`src/rtl/ham_encoder_tx_if.sv`:
```
// Bus bundle for the Hamming(7,4) serial transmitter.
//
// Handshake: a nibble transfers on a rising clock edge where data_valid and
// data_ready are both 1. The upstream side may raise data_valid at any time.
// data_ready is a registered output and never depends combinationally on
// data_valid. data_in, inject_err and inject_pos only matter on the transfer
// edge.
interface ham_encoder_tx_if;
  logic [3:0] data_in;
  logic       data_valid;
  logic       data_ready;
  logic       inject_err;
  logic [2:0] inject_pos;
  logic       serial_out;
  logic       tx_active;
  logic [6:0] codeword_out;
  logic [7:0] frame_count;

  // Upstream producer / line observer.
  modport master (
    output data_in, data_valid, inject_err, inject_pos,
    input  data_ready, serial_out, tx_active, codeword_out, frame_count
  );

  // The encoder itself.
  modport slave (
    input  data_in, data_valid, inject_err, inject_pos,
    output data_ready, serial_out, tx_active, codeword_out, frame_count
  );
endinterface

```
`src/rtl/ham_encoder_tx.sv`:
```
// Hamming(7,4) encoder with a framed, LSB-first serial transmitter.
// A frame is a start bit (0), codeword bits 0..6, and a stop bit (1), each
// held for BIT_CYCLES clocks. The codeword layout (cw[i] = Hamming position
// i+1) matches the downstream decoder input.
module ham_encoder_tx #(
  parameter int BIT_CYCLES = 1
) (
  input  logic               clock,
  input  logic               reset,
  ham_encoder_tx_if.slave    link,
  output logic [1:0]         fsm_state
);

  localparam int CW = ($clog2(BIT_CYCLES + 1) < 1) ? 1 : $clog2(BIT_CYCLES + 1);
  localparam logic [CW-1:0] LAST_CYC = CW'(BIT_CYCLES - 1);

  typedef enum logic [1:0] {
    IDLE  = 2'd0,
    START = 2'd1,
    DATA  = 2'd2,
    STOP  = 2'd3
  } state_t;

  state_t        state_q, state_n;
  logic [CW-1:0] cyc_q, cyc_n;
  logic [2:0]    idx_q, idx_n;
  logic [2:0]    idx_inc;
  logic          ready_q, ready_n;
  logic          serial_q, serial_n;
  logic          active_q, active_n;
  logic [6:0]    cw_q, cw_n;
  logic [7:0]    cnt_q, cnt_n;
  logic [6:0]    enc_cw;
  logic [6:0]    inj_cw;
  logic          bit_done;

  // Encode the incoming nibble and apply the optional single-bit flip.
  always_comb begin
    enc_cw    = '0;
    enc_cw[2] = link.data_in[0];
    enc_cw[4] = link.data_in[1];
    enc_cw[5] = link.data_in[2];
    enc_cw[6] = link.data_in[3];
    enc_cw[0] = enc_cw[2] ^ enc_cw[4] ^ enc_cw[6];
    enc_cw[1] = enc_cw[2] ^ enc_cw[5] ^ enc_cw[6];
    enc_cw[3] = enc_cw[4] ^ enc_cw[5] ^ enc_cw[6];
    inj_cw    = enc_cw;
    if (link.inject_err && (link.inject_pos != 3'd7)) begin
      inj_cw[link.inject_pos] = ~enc_cw[link.inject_pos];
    end
  end

  assign bit_done = (cyc_q == LAST_CYC);
  assign idx_inc  = idx_q + 3'd1;

  // Next-state and next-output logic for the frame sequencer.
  always_comb begin
    state_n  = state_q;
    cyc_n    = cyc_q;
    idx_n    = idx_q;
    ready_n  = ready_q;
    serial_n = serial_q;
    active_n = active_q;
    cw_n     = cw_q;
    cnt_n    = cnt_q;
    case (state_q)
      IDLE: begin
        // ready comes up on the first edge out of reset and after each frame
        ready_n = 1'b1;
        if (ready_q && link.data_valid) begin
          state_n  = START;
          cw_n     = inj_cw;
          serial_n = 1'b0;
          active_n = 1'b1;
          ready_n  = 1'b0;
          cyc_n    = '0;
        end
      end
      START: begin
        if (bit_done) begin
          state_n  = DATA;
          cyc_n    = '0;
          idx_n    = 3'd0;
          serial_n = cw_q[0];
        end else begin
          cyc_n = cyc_q + CW'(1);
        end
      end
      DATA: begin
        if (bit_done) begin
          cyc_n = '0;
          if (idx_q == 3'd6) begin
            state_n  = STOP;
            serial_n = 1'b1;
          end else begin
            idx_n    = idx_inc;
            serial_n = cw_q[idx_inc];
          end
        end else begin
          cyc_n = cyc_q + CW'(1);
        end
      end
      STOP: begin
        if (bit_done) begin
          state_n  = IDLE;
          cyc_n    = '0;
          active_n = 1'b0;
          ready_n  = 1'b1;
          cnt_n    = cnt_q + 8'd1;
        end else begin
          cyc_n = cyc_q + CW'(1);
        end
      end
      default: begin
        state_n = IDLE;
      end
    endcase
  end

  // State and output registers; reset aborts any frame in flight.
  always_ff @(posedge clock) begin
    if (reset) begin
      state_q  <= IDLE;
      cyc_q    <= '0;
      idx_q    <= 3'd0;
      ready_q  <= 1'b0;
      serial_q <= 1'b1;
      active_q <= 1'b0;
      cw_q     <= '0;
      cnt_q    <= 8'd0;
    end else begin
      state_q  <= state_n;
      cyc_q    <= cyc_n;
      idx_q    <= idx_n;
      ready_q  <= ready_n;
      serial_q <= serial_n;
      active_q <= active_n;
      cw_q     <= cw_n;
      cnt_q    <= cnt_n;
    end
  end

  assign link.data_ready   = ready_q;
  assign link.serial_out   = serial_q;
  assign link.tx_active    = active_q;
  assign link.codeword_out = cw_q;
  assign link.frame_count  = cnt_q;
  assign fsm_state         = state_q;

endmodule
```
`src/flat_wrapper.sv`:
```
// flat-port wrapper written by rule: the top's interface ports become plain ports
module ham_encoder_tx_flat 
#(
  parameter int BIT_CYCLES = 1
)
  (clock, reset, fsm_state, link_data_in, link_data_valid, link_inject_err, link_inject_pos, link_data_ready, link_serial_out, link_tx_active, link_codeword_out, link_frame_count);
  ham_encoder_tx_if link_i ();
  input  logic clock;
  input  logic reset;
  output logic [1:0] fsm_state;
  input wire logic [$bits(link_i.data_in)-1:0] link_data_in;
  input wire logic [$bits(link_i.data_valid)-1:0] link_data_valid;
  input wire logic [$bits(link_i.inject_err)-1:0] link_inject_err;
  input wire logic [$bits(link_i.inject_pos)-1:0] link_inject_pos;
  output wire logic [$bits(link_i.data_ready)-1:0] link_data_ready;
  output wire logic [$bits(link_i.serial_out)-1:0] link_serial_out;
  output wire logic [$bits(link_i.tx_active)-1:0] link_tx_active;
  output wire logic [$bits(link_i.codeword_out)-1:0] link_codeword_out;
  output wire logic [$bits(link_i.frame_count)-1:0] link_frame_count;
  assign link_i.data_in = link_data_in;
  assign link_i.data_valid = link_data_valid;
  assign link_i.inject_err = link_inject_err;
  assign link_i.inject_pos = link_inject_pos;
  assign link_data_ready = link_i.data_ready;
  assign link_serial_out = link_i.serial_out;
  assign link_tx_active = link_i.tx_active;
  assign link_codeword_out = link_i.codeword_out;
  assign link_frame_count = link_i.frame_count;
  ham_encoder_tx #(.BIT_CYCLES(BIT_CYCLES)) u_core (.clock(clock), .reset(reset), .link(link_i), .fsm_state(fsm_state));
endmodule
```
`config.mk`:
```
export PLATFORM = sky130hd
export DESIGN_NAME = ham_encoder_tx_flat
export DESIGN_NICKNAME = d
export VERILOG_FILES = /design/src/rtl/ham_encoder_tx_if.sv /design/src/rtl/ham_encoder_tx.sv /design/src/flat_wrapper.sv
export SDC_FILE = /design/constraint.sdc
export NUM_CORES = 1
export LEC_CHECK = 0
export CAP_MARGIN = 20
export CORE_MARGIN = 2
export CORE_UTILIZATION = 45
export CTS_CLUSTER_DIAMETER = 30
export DETAILED_ROUTE_END_ITERATION = 12
export GPL_TIMING_DRIVEN = 0
export PLACE_DENSITY = 0.79
export SLEW_MARGIN = 0
export SYNTH_ARGS = -nofsm -noshare
export SYNTH_HDL_FRONTEND = slang
export SYNTH_SLANG_ARGS = --single-unit
```
`constraint.sdc`:
```
create_clock -name clock -period 4.3 [get_ports clock]
set_clock_uncertainty 0.2 [all_clocks]
set_input_delay 0.43 -clock clock [delete_from_list [all_inputs] [get_ports clock]]
set_output_delay 0.43 -clock clock [all_outputs]
set_load 0.03 [all_outputs]
```
=== Yosys cells after proc, flatten, opt, wreduce, memory -nomap -nowiden ===
Index checks and enable logic that the tools add are counted.

* Add/sub/neg operators: 3
* Magnitude comparators: 3
* Equality and inequality tests: 11
* Muxes and demuxes: 31
* Bitwise logic cells: 8
* Reductions and logical operators: 15

{| class="wikitable"
|+ Operator list
! cell !! count
|-
| $mux W1 || 12
|-
| $mux W2 || 5
|-
| $mux W3 || 3
|-
| $add A8 B1 Y8 const B || 1
|-
| $lt A3 B4 Y1 const B || 2
|-
| $ne A2 B2 Y1 const B || 4
|-
| $pmux W2 S4 || 1
|-
| $reduce_and A4 Y1 || 2
|-
| $bwmux W7 || 1
|-
| $mux W7 || 1
|-
| $bmux W1 S3 || 2
|-
| $pmux W1 S2 || 3
|-
| $pmux W3 S2 || 1
|-
| $reduce_and A2 Y1 || 3
|-
| $xor A1 B1 Y1 || 6
|-
| $reduce_and A5 Y1 || 1
|-
| $eq A2 B2 Y1 const B || 2
|-
| $ne A2 B1 Y1 const B || 2
|-
| $reduce_bool A2 Y1 || 2
|-
| $add A3 B1 Y3 const B || 1
|-
| $demux W1 S3 || 1
|-
| $eq A3 B3 Y1 const B || 1
|-
| $ge A3 B1 Y1 const B || 1
|-
| $logic_and A1 B1 Y1 || 3
|-
| other kinds (9) || 10
|}

* Register bits after elaboration: 24
* Bits of input ports: 11
* Output and inout port bits: 20
* Word-level logic and storage cells: 79

=== Depth between registers and ports, before layout ===
Gate-level depths: netlist of run 1.

* Depth after elaboration: 7
* Mapped depth: 7
* Gate-level depth less buffers: 6

=== Worst setup path before layout of run 1 ===
Ideal clock, no wire load.

* Path kind: reg-to-reg
* From: register u_core.idx_q[0]
* To: register u_core.serial_q, in the netlist u_core.link.serial_out
* Setup time: 0.122 ns
* Arrival time: 1.760 ns
* Required time: 3.978 ns
* Setup slack: 2.218 ns
* Cell stages (with the launch flop): 7
* Buffers on the path: 0
* Clock period less this slack: 2.082 ns
* Cells stage by stage: dfxtp_1 inv_1 ha_1 mux4_2 o21bai_1 a32o_1 a311o_1

* Cells in the longest elaborated chain, start to end: 6
* Elaborated cells on any way between the ends: 7
* Classes of those cells: add/sub: 1; eq/ne: 1; mux: 5

{| class="wikitable"
|+ RTL lines
! element !! RTL line !! RTL
|-
| start, declared || ham_encoder_tx.sv:26 || <nowiki>logic [2:0] idx_q, idx_n;</nowiki>
|-
| start signal, assigned || ham_encoder_tx.sv:134 || <nowiki>idx_q <= idx_n;</nowiki>
|-
| $add A3 B1 Y3 || ham_encoder_tx.sv:54 || <nowiki>assign idx_inc = idx_q + 3'd1;</nowiki>
|-
| $bmux W1 S3 || ham_encoder_tx.sv:97 || <nowiki>serial_n = cw_q[idx_inc];</nowiki>
|-
| $mux W1 (not written as such) || ham_encoder_tx.sv:97 ||
|-
| $mux W1 (*) || ham_encoder_tx.sv:92 || <nowiki>if (idx_q == 3'd6) begin</nowiki>
|-
| $mux W1 (*) || ham_encoder_tx.sv:90 || <nowiki>if (bit_done) begin</nowiki>
|-
| $pmux W1 S3 (*) || ham_encoder_tx.sv:66 || <nowiki>case (state_q)</nowiki>
|-
| end signal, assigned || ham_encoder_tx.sv:136 || <nowiki>serial_q <= serial_n;</nowiki>
|-
| end, declared || ham_encoder_tx.sv:29 || <nowiki>logic serial_q, serial_n;</nowiki>
|}

Every way passes the cells marked *; elsewhere a longest branch is shown, timed or not. The select of a mux whose other input is x is not followed.
A chain may end at the register's enable or synchronous reset.

=== Worst setup path after layout of run 1 ===
Same ends and word-level chain as after synthesis.

==> run_results.csv, run 1 <==
group,metric,value,unit
floorplanning,initial_core_util,48.7,%
setup_path,crit_end,"u_core.link.serial_out$_SDFFE_PP1P_",
setup_path,r2r-end,"u_core.link.serial_out$_SDFFE_PP1P_",
clock_network,post_cts_buffers,0,
power,max-vdd-ir-drop,0.000317,V
timing,fmax,449,MHz
synth,synth_cell_types,33,
synth,synth_area,0.00123,mm2
layout,final-instance-count-excl-fill,200,
synth,synth_area_leaders,"dfxtp_1 37%, ha_1 7.1%, xnor2_1 6.4%, nor2_1 6.1%, xor2_1 5.7%",
clock_network,clockBufferDepth,2,
layout,final_nets,189,
synth,synthCells,136,
timing,period_minus_slack,2.23,ns
timing,tightest_slew,0.468,ns
floorplanning,core.rowCount,18,
detailed_routing,drc_errors,0,
place,place_congestion,0.771,
setup_path,path_cells,"inv_1, ha_1, mux4_2, o21bai_1, a32o_1, a311o_1",
grt,grt_pass1_vias,1033,
run_status,outcome,"complete, no violations",
detailed_routing,wl_per_cell,13.1,um
setup_path,arrival,2.23,ns
setup_path,crit_start,"u_core.idx_q[0]$_SDFFE_PP0P_",
clock_network,clock_sinks,23,
power,power,771,uW
setup_path,worst-path-max-fanout,4,
detailed_routing,via_count,1069,
place,portBuffers,30,
setup_path,reg2reg_slack,2.07,ns
grt,grtUsageMet1,20.5,%
synth,seq_area_frac_synth,37.5,%
detailed_routing,detail_route.vias_per_cell,5.35,
grt,grt_max_degree,14,
detailed_routing,ant_nets,0,
clock_network,numCtsBuffers,3,
setup_path,crit_path_max_incr_delay,0.42,ns
floorplanning,core-area,0.00252,mm2
clock_network,tritoncts,"done",
grt,grt_pass1_wl,4.40,mm
floorplanning,fp.dieW,56.3,um
layout,drive_above_1_share,3.53,%
timing,finalCritPeriodShare,51.7,%
worst_hold_path,hold_depth,2,
worst_hold_path,hp-class,"reg2reg",
timing,slew_violations,0,
flow_run,max-cap-violations,0,
synth,yosysMostFrequentCell,"dfxtp_1",
layout,antenna_cells,0,
setup_path,required,4.30,ns
floorplanning,die_area,0.00316,mm2
timing,maxSlewHeadroom,68.5,%
detailed_routing,drt_iter0_drc,12,
place,dp_hpwl,2.14,mm
grt,grt_use_total,16.9,%
synth,synthTopCellsByCount,"23 x dfxtp_1, 20 x nor2_1, 9 x a21oi_1, 9 x xnor2_1, 8 x xor2_1",
timing,rsz0062_at_grt,"false",
power,p_per_area,484,mW/mm2
synth,synth_nets,154,
detailed_routing,first_pass_iters,4,
synth,synth_area_per_cell,9.03,um2
clock_network,cts_root_buffer,"clkbuf_4",
synth,yosys.area.top_type,"dfxtp_1",
place,placed_cells,196,
timing,setup_viol,0,
clock_network,h-tree-depth,1,
setup_path,criticalPathCategory,"reg2reg",
setup_path,endpoint_kind,"flip-flop",
timing,fin_tns_setup,0,ns
setup_path,worst_r2r_path_depth,6,
grt,grt.busiest_layer,"met2",
synth,synth_warnings,0,
grt,antenna_found_initial,0,
synth,synth_top_area_share,37.5,%
floorplanning,chipHeight,56.3,um
clock_network,clock_latency,0.30,ns
grt,grt.overflow.total,0,
grt,met3_usage,1.84,%
layout,area_delta_synth_final,29.7,%
grt,grt_use_met2,31.6,%
synth,ys_seq_elements,23,
synth,synth_edf_count,0,
clock_network,ctsResizeCount,0,
layout,n_fill_cell,229,
detailed_routing,finalWirelength,2.63,mm
clock_network,cts_hold_buf,0,
setup_path,worst_setup_path_start_kind,"flip-flop",
timing,finalHoldViolCount,0,
synth,synth_async_sr_flop_share,0,%
setup_path,crit_path_top_delay_cell,"dfxtp_1",
setup_path,r2r-start,"u_core.idx_q[0]$_SDFFE_PP0P_",
floorplanning,ios,31,
synth,synth-main-ff-cell,"dfxtp_1",
power,p_leak,0.000577,uW
clock_network,clk_pin_slew,0.12,ns
## layer usage
layer / routed length, um / share of wire (%)
met1: 1190 / 45
met5: 0 / 0
met4: 12 / 0.46
met3: 73 / 2.8
met2: 1350 / 52
## how the worst min path moves through the flow
stage | slack [ns] | end | from
floorplan | 0.29 | u_core.idx_q[1]$_SDFFE_PP0P_ | u_core.idx_q[1]$_SDFFE_PP0P_
global placement | 0.27 | u_core.link.data_ready$_SDFFE_PP0P_ | u_core.link.data_ready$_SDFFE_PP0P_
detailed placement | 0.28 | u_core.link.data_ready$_SDFFE_PP0P_ | u_core.link.data_ready$_SDFFE_PP0P_
CTS | 0.29 | u_core.link.data_ready$_SDFFE_PP0P_ | u_core.link.data_ready$_SDFFE_PP0P_
global route | 0.31 | u_core.link.data_ready$_SDFFE_PP0P_ | u_core.link.data_ready$_SDFFE_PP0P_
finish | 0.29 | u_core.link.data_ready$_SDFFE_PP0P_ | u_core.link.data_ready$_SDFFE_PP0P_
## stage by stage
stage	setup slack, ns	util [%]	area [um2]	hold slack (ns)
after floorplan	2.22	-	1230	0.285
final	2.07	63.2	1590	0.293
after CTS	2.05	63.2	1590	0.294
after detailed placement	1.92	62.1	1570	0.277
after global placement	2.10	62.1	1570	0.273
after global routing	1.92	63.2	1590	0.313
## placed cells by master (no fill, tap or decap), drive strengths merged, types with 2 or more instances in the layout
cell,Yosys,final
clkdlybuf4s50,0,30
dfxtp,23,23
nor2,20,20
a21oi,9,9
xnor2,9,9
xor2,8,8
a211oi,7,7
ha,7,7
clkbuf,4,7
nand2,6,6
nor2b,4,4
inv,3,3
nor3,3,3
nand4,3,3
mux2i,3,3
nand4b,3,3
o21bai,3,3
and3,2,2
o21ai,2,2
or3,2,2
nor4bb,2,2
## flip-flops by register name, indices dropped and copies added (netlist names)
register                  cells
u_core.link.tx_active         1
u_core.link.codeword_out      7
u_core.link.data_ready        1
u_core.link.serial_out        1
u_core.idx_q                  3
u_core.fsm_state              2
u_core.link.frame_count       8
## final cells by class
| type | count | area [um2] | share of cell area (%) |
|---|---|---|---|
| plain buffers | 5 | 20.0 | 1.26 |
| clock buffers | 3 | 22.5 | 1.41 |
| clock inverters | 1 | 5.00 | 0.314 |
| inverters | 3 | 11.3 | 0.706 |
| multi-input cells | 105 | 737 | 46.2 |
| flip-flops and latches | 23 | 460 | 28.9 |
| well taps | 30 | 37.5 | 2.35 |
| repair buffers | 30 | 300 | 18.8 |
## kinds of logic after synthesis
group           share of synthesized area (%)
compound gates                           13.5
xor+xnor                                 12.1
fa+ha+maj                                7.13
buf+inv                                  2.55
flops                                    37.5
mux                                      4.28
simple gates                             22.9
## critical path, delay by kind of cell (launching register included)
kind	cells	cell delay, ns
flip-flops	1	0.42
buffers and inverters	1	0.11
AO/OA/AOI/OAI	3	0.72
multiplexers	1	0.31
adder cells (fa/ha/maj)	1	0.37
## power by group
| part | leakage [uW] | switching (uW) | total (uW) | internal (uW) |
|---|---|---|---|---|
| sequential | 0.000187 | 40.9 | 297 | 256 |
| clock | 0.0000177 | 63.5 | 98.1 | 34.7 |
| combinational | 0.000372 | 210 | 376 | 166 |
| total | 0.000577 | 314 | 771 | 457 |
No activity file was read; power rests on OpenSTA's default activity.
==> inputs of run 2 (changes only) <==
clock period = 2.1 ns   (was 4.3 ns; I/O delays follow)
==> run_results.csv, run 2 (synthesized netlist as in run 1, its figures left out) <==
group,metric,value,unit
grt,grt_pass1_vias,1024,
detailed_routing,detail_route.vias_per_cell,5.38,
layout,drive_above_1_share,6.47,%
setup_path,crit_start,"u_core.idx_q[0]$_SDFFE_PP0P_",
setup_path,crit_path_top_delay_cell,"dfxtp_4",
power,clkPwrFrac,12.6,%
timing,period_minus_slack,2.03,ns
detailed_routing,drc_errors,0,
layout,antenna_cells,0,
grt,grt_max_degree,14,
timing,setup_viol,0,
setup_path,arrival,2.04,ns
power,p_per_area,994,mW/mm2
layout,largest_reg_flops,8,
floorplanning,ios,31,
detailed_routing,finalWirelength,2.71,mm
place,portBuffers,30,
floorplanning,core-area,0.00252,mm2
clock_network,clk_pin_slew,0.13,ns
clock_network,h-tree-depth,1,
clock_network,clock_latency,0.31,ns
layout,final_common_cell,"clkdlybuf4s50_1",
setup_path,worst_r2r_path_depth,6,
power,max-vdd-ir-drop,0.000657,V
floorplanning,chipHeight,56.3,um
clock_network,numCtsBuffers,3,
detailed_routing,ant_nets,0,
power,power_frac_seq,38.0,%
layout,fin_area,0.00162,mm2
clock_network,cts_root_buffer,"clkbuf_4",
place,post-place-ws,-0.127,ns
timing,fmax,491,MHz
detailed_routing,via_count,1076,
layout,n_fill_cell,225,
grt,antenna_found_initial,0,
detailed_routing,drt_iter0_drc,13,
layout,final_util,64.1,%
flow_run,max-cap-violations,0,
power,pwr-share-comb,49.4,%
floorplanning,die_area,0.00316,mm2
place,place_congestion,0.771,
setup_path,endpoint_kind,"flip-flop",
setup_path,r2r-start,"u_core.idx_q[0]$_SDFFE_PP0P_",
layout,final_cell_mix,"30 x clkdlybuf4s50_1, 22 x dfxtp_1, 20 x nor2_1",
worst_hold_path,worstHoldStart,"u_core.link.data_ready$_SDFFE_PP0P_",
worst_hold_path,hold_end,"u_core.link.data_ready$_SDFFE_PP0P_",
timing,fin_tns_setup,0,ns
clock_network,clock_sinks,23,
floorplanning,core.rowCount,18,
setup_path,worst-path-max-fanout,4,
power,switching_share,40.8,%
worst_hold_path,hold_depth,2,
grt,grt_pass1_wl,4.47,mm
run_status,outcome,"complete, no violations",
setup_path,reg2reg_slack,0.07,ns
timing,tightest_slew,0.479,ns
detailed_routing,first_pass_iters,4,
layout,area_delta_synth_final,31.7,%
floorplanning,initial_core_util,48.7,%
floorplanning,fp.dieW,56.3,um
timing,slew_violations,0,
power,switchingPower,656,uW
grt,grt_use_total,17.3,%
setup_path,required,2.10,ns
timing,finalHoldViolCount,0,
timing,setup_slack,0.0652,ns
timing,rsz0062_at_grt,"false",
setup_path,path_cells,"inv_2, ha_4, mux4_2, o21bai_1, a32o_1, a311o_1",
setup_path,criticalPathCategory,"reg2reg",
timing,maxSlewHeadroom,67.8,%
clock_network,clockBufferDepth,2,
place,dp_hpwl,2.14,mm
power,p_leak,0.000587,uW
setup_path,crit_path_max_incr_delay,0.38,ns
setup_path,worst_setup_path_start_kind,"flip-flop",
timing,finalCritPeriodShare,96.9,%
setup_path,r2r-end,"u_core.link.serial_out$_SDFFE_PP1P_",
detailed_routing,wl_per_cell,13.6,um
place,place_area,0.00157,mm2
clock_network,tritoncts,"done",
power,p_int,953,uW
layout,final_nets,189,
grt,grt.overflow.total,0,
worst_hold_path,hp-class,"reg2reg",
-- run 2: cell count changes in the layout (fill, tap and decap cells not counted), sizes merged --
cell / delta
buf: +1
clkbuf: -1
-- run 2: worst max path at each step --
stage | to | slack (ns) | cells past startpoint
6_report | u_core.link.serial_out$_SDFFE_PP1P_ | 0.07 | 6
5_1_grt | u_core.link.serial_out$_SDFFE_PP1P_ | 0.01 | 6
4_1_cts | u_core.link.serial_out$_SDFFE_PP1P_ | 0.03 | 6
3_5_place_dp | u_core.link.serial_out$_SDFFE_PP1P_ | -0.13 | 6
3_3_place_gp | u_core.link.serial_out$_SDFFE_PP1P_ | -0.09 | 6
2_1_floorplan | u_core.link.serial_out$_SDFFE_PP1P_ | 0.02 | 6
-- run 2: layer usage --
layer | vias to the layer above | share of wire (%) | track usage [%]
met5 | - | 0 | 0
met4 | 0 | 0.44 | 4.08
met3 | 2 | 3.2 | 1.84
met2 | 26 | 52 | 32.3
met1 | 492 | 44 | 21.0
li1 | 556 | - | -
-- run 2: stage by stage --
step	hold slack [ns]	std cells	total power (uW)
3_5_place_dp	0.277	196	1390
4_1_cts	0.294	200	1600
3_3_place_gp	0.273	196	1360
2_1_floorplan	0.0876	136	1110
6_report	0.294	200	1610
5_1_grt	0.313	200	1700
-- run 2: cell type report --
cell class / instances / area (um2) / share of cell area [%]
sequential: 23 / 464 / 28.7
clock inverter: 1 / 5.00 / 0.309
clock buffer: 3 / 22.5 / 1.39
inverter: 3 / 11.3 / 0.696
timing repair buffer: 31 / 308 / 19.0
buffer: 4 / 20.0 / 1.24
tap: 30 / 37.5 / 2.32
multi-input combinational: 105 / 749 / 46.3
-- run 2: power by group through the flow --
stage               Combinational (uW)  Clock, uW  Sequential (uW)
floorplan                          354          0              759
global placement                   749          0              610
detailed placement                 775          0              619
CTS                                786        206              611
global route                       857        226              618
finish                             794        203              611
-- run 2: critical path, delay by kind of cell, from the launching register on --
| family | cells | cell delay (ns) |
|---|---|---|
| AO/OA/AOI/OAI | 3 | 0.72 |
| flip-flops | 1 | 0.38 |
| adder cells (fa/ha/maj) | 1 | 0.28 |
| multiplexers | 1 | 0.28 |
| buffers and inverters | 1 | 0.06 |
-- run 2: what timing repair did --
item / CTS / global route
hold buffers: 0 / 0
gates resized for setup: 4 / 3
endpoints found under the setup margin: 2 / 3
buffers inserted: 0 / 1
